$ cat src/rtl/jedro_1_pkg.sv
// Shared definitions for the jedro_1 core: opcode and funct3/funct7 codes,
// the ALU operation encoding, and the datapath width.
package jedro_1_pkg;

  localparam int DATA_WIDTH = 32;

  localparam logic [6:0] OPC_OP_IMM = 7'b0010011;
  localparam logic [6:0] OPC_LUI    = 7'b0110111;

  localparam logic [2:0] F3_ADDI  = 3'b000;
  localparam logic [2:0] F3_SLLI  = 3'b001;
  localparam logic [2:0] F3_SLTI  = 3'b010;
  localparam logic [2:0] F3_SLTIU = 3'b011;
  localparam logic [2:0] F3_XORI  = 3'b100;
  localparam logic [2:0] F3_SRXI  = 3'b101;  // SRLI / SRAI, split by funct7
  localparam logic [2:0] F3_ORI   = 3'b110;
  localparam logic [2:0] F3_ANDI  = 3'b111;

  localparam logic [6:0] F7_ZERO = 7'b0000000;
  localparam logic [6:0] F7_SRA  = 7'b0100000;

  typedef enum logic [3:0] {
    ALU_ADD,
    ALU_SLT,
    ALU_SLTU,
    ALU_XOR,
    ALU_OR,
    ALU_AND,
    ALU_SLL,
    ALU_SRL,
    ALU_SRA,
    ALU_LUI
  } alu_op_e;

endpackage

$ cat src/rtl/jedro_1_decoder.sv
// ID stage: decodes LUI and the OP-IMM group, reads rs1 (with forwarding from
// EX), builds the immediate and registers everything for EX. An unsupported
// word raises the sticky illegal_instr_ro and blocks all later decodes.
// Ports:
//   clk, rst                     clock, async active-high reset
//   valid, instr                 fetched word and its valid flag
//   rs1_addr / rs1_data          regfile read port
//   ex_valid, ex_rd, ex_result   instruction currently in EX, for forwarding
//   valid_ro .. imm_ro           registered ID/EX payload
//   illegal_instr_ro             sticky illegal-instruction flag
module jedro_1_decoder
  import jedro_1_pkg::*;
(
  input  logic                  clk,
  input  logic                  rst,
  input  logic                  valid,
  input  logic [DATA_WIDTH-1:0] instr,
  output logic [4:0]            rs1_addr,
  input  logic [DATA_WIDTH-1:0] rs1_data,
  input  logic                  ex_valid,
  input  logic [4:0]            ex_rd,
  input  logic [DATA_WIDTH-1:0] ex_result,
  output logic                  valid_ro,
  output alu_op_e               alu_op_ro,
  output logic [4:0]            rd_ro,
  output logic [DATA_WIDTH-1:0] rs1_data_ro,
  output logic [DATA_WIDTH-1:0] imm_ro,
  output logic                  illegal_instr_ro
);

  logic [6:0]            opcode;
  logic [2:0]            funct3;
  logic [6:0]            funct7;
  logic                  legal;
  logic                  dec_en;
  alu_op_e               alu_op;
  logic [DATA_WIDTH-1:0] imm;
  logic [DATA_WIDTH-1:0] rs1_val;

  assign opcode   = instr[6:0];
  assign funct3   = instr[14:12];
  assign funct7   = instr[31:25];
  assign rs1_addr = instr[19:15];

  // Once an illegal word has been seen nothing further is decoded.
  assign dec_en = valid && !illegal_instr_ro;

  // The EX result is written at the same edge this read is registered, so
  // the regfile still holds the stale value; take the EX result instead.
  assign rs1_val = (ex_valid && (ex_rd != 5'd0) && (ex_rd == rs1_addr)) ? ex_result : rs1_data;

  always_comb begin
    alu_op = ALU_ADD;
    imm    = {{(DATA_WIDTH-12){instr[31]}}, instr[31:20]};
    legal  = 1'b0;
    case (opcode)
      OPC_LUI: begin
        alu_op = ALU_LUI;
        imm    = {instr[31:12], 12'b0};
        legal  = 1'b1;
      end
      OPC_OP_IMM: begin
        case (funct3)
          F3_ADDI:  begin alu_op = ALU_ADD;  legal = 1'b1; end
          F3_SLTI:  begin alu_op = ALU_SLT;  legal = 1'b1; end
          F3_SLTIU: begin alu_op = ALU_SLTU; legal = 1'b1; end
          F3_XORI:  begin alu_op = ALU_XOR;  legal = 1'b1; end
          F3_ORI:   begin alu_op = ALU_OR;   legal = 1'b1; end
          F3_ANDI:  begin alu_op = ALU_AND;  legal = 1'b1; end
          F3_SLLI:  begin alu_op = ALU_SLL;  legal = (funct7 == F7_ZERO); end
          F3_SRXI: begin
            if (funct7 == F7_ZERO) begin
              alu_op = ALU_SRL;
              legal  = 1'b1;
            end else if (funct7 == F7_SRA) begin
              alu_op = ALU_SRA;
              legal  = 1'b1;
            end
          end
          default: legal = 1'b0;
        endcase
      end
      default: legal = 1'b0;
    endcase
  end

  // ID -> EX boundary: control with reset
  always_ff @(posedge clk or posedge rst) begin
    if (rst) begin
      valid_ro         <= 1'b0;
      illegal_instr_ro <= 1'b0;
    end else begin
      valid_ro         <= dec_en && legal;
      illegal_instr_ro <= illegal_instr_ro || (dec_en && !legal);
    end
  end

  // ID -> EX boundary: data, qualified by valid_ro
  always_ff @(posedge clk) begin
    alu_op_ro   <= alu_op;
    rd_ro       <= instr[11:7];
    rs1_data_ro <= rs1_val;
    imm_ro      <= imm;
  end

endmodule

$ cat src/rtl/jedro_1_regfile.sv
// Integer register file: 32 x DATA_WIDTH, one combinational read port and one
// synchronous write port. x0 is never written, so it always reads as zero.
// Ports:
//   clk, rst       clock, async active-high reset (clears every register)
//   raddr / rdata  read port
//   we/waddr/wdata write port, takes effect at the rising edge
module jedro_1_regfile
  import jedro_1_pkg::*;
(
  input  logic                  clk,
  input  logic                  rst,
  input  logic [4:0]            raddr,
  output logic [DATA_WIDTH-1:0] rdata,
  input  logic                  we,
  input  logic [4:0]            waddr,
  input  logic [DATA_WIDTH-1:0] wdata
);

  logic [DATA_WIDTH-1:0] regfile [32];

  always_ff @(posedge clk or posedge rst) begin
    if (rst) begin
      for (int i = 0; i < 32; i++) regfile[i] <= '0;
    end else if (we && (waddr != 5'd0)) begin
      regfile[waddr] <= wdata;
    end
  end

  assign rdata = regfile[raddr];

endmodule

$ cat src/rtl/jedro_1_core.sv
// jedro_1 core: 3-stage in-order RV32I subset (LUI + OP-IMM).
//   IF    : PC drives the synchronous instruction ROM, word returns next cycle
//   ID    : decoder_inst (decode, rs1 read with forwarding, immediate)
//   EX/WB : inline ALU, result written to regfile_inst at the next edge
// Ports:
//   clk_i, rstn_i    clock; reset is asynchronous and asserted HIGH
//   imem_addr_o      instruction byte address (= PC)
//   imem_data_i      instruction word, one cycle after imem_addr_o
//   dmem_*           data-memory port, idle (outputs tied to zero)
module jedro_1_core #(
  parameter int DATA_WIDTH = 32,
  parameter int ADDR_WIDTH = 32
) (
  input  logic                  clk_i,
  input  logic                  rstn_i,
  output logic [ADDR_WIDTH-1:0] imem_addr_o,
  input  logic [DATA_WIDTH-1:0] imem_data_i,
  output logic [ADDR_WIDTH-1:0] dmem_addr_o,
  output logic [DATA_WIDTH-1:0] dmem_wdata_o,
  output logic [3:0]            dmem_we_o,
  input  logic [DATA_WIDTH-1:0] dmem_rdata_i
);
  import jedro_1_pkg::*;

  logic [ADDR_WIDTH-1:0] pc_p0;
  logic                  vld_p0;
  logic [4:0]            rs1_addr;
  logic [DATA_WIDTH-1:0] rs1_data;
  logic                  dec_valid;
  alu_op_e               dec_alu_op;
  logic [4:0]            dec_rd;
  logic [DATA_WIDTH-1:0] dec_rs1_data;
  logic [DATA_WIDTH-1:0] dec_imm;
  logic                  illegal_instr;
  logic [DATA_WIDTH-1:0] ex_result;
  logic                  unused_dmem;

  function automatic logic [DATA_WIDTH-1:0] alu(input alu_op_e op,
                                                input logic [DATA_WIDTH-1:0] a,
                                                input logic [DATA_WIDTH-1:0] b);
    logic signed [DATA_WIDTH-1:0] sa;
    logic signed [DATA_WIDTH-1:0] sb;
    logic [4:0]                   shamt;
    logic [DATA_WIDTH-1:0]        res;
    sa    = a;
    sb    = b;
    shamt = b[4:0];
    res   = '0;
    case (op)
      ALU_ADD:  res = a + b;
      ALU_SLT:  res = {{(DATA_WIDTH-1){1'b0}}, (sa < sb)};
      ALU_SLTU: res = {{(DATA_WIDTH-1){1'b0}}, (a < b)};
      ALU_XOR:  res = a ^ b;
      ALU_OR:   res = a | b;
      ALU_AND:  res = a & b;
      ALU_SLL:  res = a << shamt;
      ALU_SRL:  res = a >> shamt;
      ALU_SRA:  res = sa >>> shamt;
      ALU_LUI:  res = b;
      default:  res = '0;
    endcase
    return res;
  endfunction

  // IF stage: PC advances every cycle until an illegal instruction is seen.
  // vld_p0 marks the ROM word as trustworthy from one cycle after reset.
  always_ff @(posedge clk_i or posedge rstn_i) begin
    if (rstn_i) begin
      pc_p0  <= '0;
      vld_p0 <= 1'b0;
    end else begin
      if (!illegal_instr) pc_p0 <= pc_p0 + ADDR_WIDTH'(4);
      vld_p0 <= !illegal_instr;
    end
  end

  assign imem_addr_o = pc_p0;

  // ID stage
  jedro_1_decoder decoder_inst (
    .clk              (clk_i),
    .rst              (rstn_i),
    .valid            (vld_p0),
    .instr            (imem_data_i),
    .rs1_addr         (rs1_addr),
    .rs1_data         (rs1_data),
    .ex_valid         (dec_valid),
    .ex_rd            (dec_rd),
    .ex_result        (ex_result),
    .valid_ro         (dec_valid),
    .alu_op_ro        (dec_alu_op),
    .rd_ro            (dec_rd),
    .rs1_data_ro      (dec_rs1_data),
    .imm_ro           (dec_imm),
    .illegal_instr_ro (illegal_instr)
  );

  // EX/WB stage
  assign ex_result = alu(dec_alu_op, dec_rs1_data, dec_imm);

  jedro_1_regfile regfile_inst (
    .clk   (clk_i),
    .rst   (rstn_i),
    .raddr (rs1_addr),
    .rdata (rs1_data),
    .we    (dec_valid),
    .waddr (dec_rd),
    .wdata (ex_result)
  );

  assign dmem_addr_o  = '0;
  assign dmem_wdata_o = '0;
  assign dmem_we_o    = '0;
  assign unused_dmem  = ^dmem_rdata_i;

endmodule

$ cat config.mk
export PLATFORM = sky130hd
export DESIGN_NAME = jedro_1_core
export DESIGN_NICKNAME = d
export VERILOG_FILES = /design/src/rtl/jedro_1_pkg.sv /design/src/rtl/jedro_1_decoder.sv /design/src/rtl/jedro_1_regfile.sv /design/src/rtl/jedro_1_core.sv
export SDC_FILE = /design/constraint.sdc
export NUM_CORES = 1
export LEC_CHECK = 0
export CAP_MARGIN = 20
export CORE_MARGIN = 2
export CORE_UTILIZATION = 30
export CTS_CLUSTER_DIAMETER = 200
export DETAILED_ROUTE_END_ITERATION = 8
export GPL_ROUTABILITY_DRIVEN = 0
export MAX_ROUTING_LAYER = met4
export PLACE_DENSITY = 0.75
export SETUP_SLACK_MARGIN = 0.3
export SYNTH_ARGS = -nofsm -noshare
export SYNTH_HDL_FRONTEND = slang
export SYNTH_SLANG_ARGS = --single-unit
$ cat constraint.sdc
create_clock -name clk_i -period 3.6 [get_ports clk_i]
set_clock_uncertainty 0.15 [all_clocks]
set_input_delay 0.9 -clock clk_i [delete_from_list [all_inputs] [get_ports clk_i]]
set_output_delay 0.9 -clock clk_i [all_outputs]
set_load 0.02 [all_outputs]
==> impl_metrics.yaml <==
setup_path:
  arrival_ns: 1.45
  cp-end-kind: "primary output"
  critPathTopFamily: "buffers and inverters"
  cp_max_fo: 9
  setup.worst_path.start_class: "register"
  required_ns: 2.55
  crit_type: "register to primary output"
  cp_num_buf_inv: 1
  crit_path_cell_trace: "clkdlybuf4s50_1"
  slowest_delay_ns: 0.66
  cp_slowest_cell: "clkdlybuf4s50_1"
sta:
  setup_viol: 0
  finalHoldViolations: 0
  max_clock_freq_mhz: 399
  maxSlewViolCount: 0
  worst_slack_ns: 1.10
  slew_headroom_pct: 66.9
  rsz0062_at_grt: "no"
  final.min_clock_period_ns: 2.50
  finalCritPeriodShare_pct: 69.6
  tns_ns: 0
  worst_slew_pin_slew_ns: 0.492
detailed_routing:
  wl_per_cell_um: 10.6
  routed_wirelength_mm: 3.53
  viasPerCell: 4.03
  vias: 1339
  drc: 0
  initialDrtViolationCount: 34
  ant_nets: 0
  dr.pass1.iters: 5
clock_tree:
  cts_sinks: 32
  cts_buffer_depth: 2
  holdBufCountCts: 0
  cts_tree: "yes"
  clk_latency_ns: 0.28
  clockRootBuffer: "clkbuf_8"
  cts-buffers-inserted: 5
  htreeDepth: 2
  path_clk_slew_ns: 0.06
  post-cts-setup-buffers: 0
  postCtsResizedCells: 0
die:
  rows: 30
  initial_core_util_pct: 30.7
  die_area_sq_mm: 0.00755
  ios: 166
  die_y_um: 86.9
  core_area_sq_mm: 0.00672
  die-width_um: 86.9
power_and_ir_drop:
  vdd_drop_max_uv: 111
  power_uw: 750
  powerDensity_mw_per_mm2: 304
  p_leak_uw: 0.00124
yosys:
  ys.warnings.count: 0
  yosysUniqueCellTypes: 26
  yosys.area.top_type_share_pct: 38.8
  ys_ff_latch: 32
  syn_area_sq_mm: 0.00206
  synth_area_leader_cell: "dfrtp_1"
  netlist_instances: 200
  synthTopCellsByArea: "dfrtp_1, buf_4, xnor2_1"
  seq_area_frac_synth_pct: 38.8
  synth.avg_cell_area_sq_um: 10.3
layout:
  final_area_sq_mm: 0.00247
  drive_gt1_share_pct: 5.95
  area_growth_pct: 19.7
  diodes: 0
  fillCellCount: 654
  layout.nets: 319
placed_design:
  dp_hpwl_mm: 2.74
  post-place-ws_ns: 1.18
  postPlaceCellArea_sq_mm: 0.00237
  port_buffers: 48
global_route:
  grt_max_degree: 33
  antenna_found_initial: 0
  grt-ovfl-total: 0
  grt_pass1_wl_mm: 5.42
  grt_pass1_vias: 1211
  grt.total_usage_pct: 9.47
job:
  maxCapViolations: 0
run_status:
  status: "finished, final reports clean"
min_path:
  min_path_type: "register to register"
==> sequential cells by signal, summed over array words and instances, names as in the netlist <==
name	cells
decoder_inst.illegal_instr_ro	1
imem_addr_o	30
vld_p0	1
==> power breakdown <==
group	internal (uW)	switching, uW	total, uW
sequential	360	0	360
combinational	18.9	75.0	94.0
clock	170	127	297
total	549	202	750
==> per-stage QoR <==
stage	utilization, %	instances	hold slack, ns
after CTS	36.7	332	0.347
after global routing	36.7	332	0.353
after detailed placement	35.3	325	0.335
final	36.7	332	0.340
after global placement	35.3	325	0.309
after floorplan	-	269	0.351
==> worst reg2reg max path, cell delays in order, from the launching register on <==
cell and delay [ns]:
dfrtp_1 0.47, ha_1 0.40, nand3_1 0.18, nor4_4 0.40
nand3_1 0.16, xnor2_1 0.16
==> layout by cell type, fill, tap and decap left out <==
master and count:
nand4b_4 1, clkbuf_8 7, xnor2_1 24, o21ai_0 1, inv_1 5, nand2b_1 1
nand4b_1 1, buf_4 1, dfrtp_1 32, nor2_1 4, and4_1 4, nor4_1 1
and3_1 8, a311oi_1 1, nor4_4 3, nand2_1 8, o211ai_1 1, clkdlybuf4s50_1 48
nand3_1 13, mux2_2 1, xor2_1 5, nor3b_1 1, nand4_4 2, ha_1 1
conb_1 70, nand4_1 7, nor3_1 1
==> cell usage after synthesis, drive strengths merged <==
master   n
buf     70
dfrtp   32
xnor2   24
nand3   13
nand4    9
and3     8
nand2    8
inv      5
xor2     5
and4     4
nor2     4
nor4     4
clkbuf   3
nand4b   2
a311oi   1
conb     1
ha       1
mux2     1
nand2b   1
nor3     1
nor3b    1
o211ai   1
o21ai    1
==> final timing paths <==
kind | from | end | slack [ns] | cells after the start
max | imem_addr_o[15] | imem_addr_o[15] | 1.10 | 1
min | imem_addr_o[31] | imem_addr_o[31] | 0.34 | 1
max reg2reg | imem_addr_o[2] | imem_addr_o[24] | 1.56 | 5
min reg2reg | imem_addr_o[31] | imem_addr_o[31] | 0.34 | 1
max in group asynchronous | rstn_i | imem_addr_o[7] | 2.16 | 3
min in group asynchronous | rstn_i | imem_addr_o[17] | 0.85 | 3
==> kinds of logic after synthesis <==
kind of cell             share of synthesized area [%]
adder cells (fa/ha/maj)                          0.607
multiplexers                                     0.546
other                                            0.182
XOR/XNOR                                          12.3
AO/OA/AOI/OAI                                     1.03
buffers and inverters                             26.9
flip-flops                                        38.8
AND/OR/NAND/NOR                                   19.5
==> cell type report <==
cell class | instances | area, sq um | area share, %
flip-flops and latches | 32 | 801 | 32.4
multi-input cells | 159 | 965 | 39.1
inverters | 5 | 18.8 | 0.760
clock buffers | 7 | 96.3 | 3.90
well taps | 80 | 100 | 4.05
repair buffers | 49 | 488 | 19.8
==> metal layers <==
layer  vias to the layer above  GRT usage [%]  share of wire (%)
li1                        630              -                  -
met1                       630           10.1                 38
met3                         8           3.03                8.3
met5                         -              -                  0
met4                         0           3.41                1.4
met2                        71           16.4                 52
(Power assumes the default switching activity.)
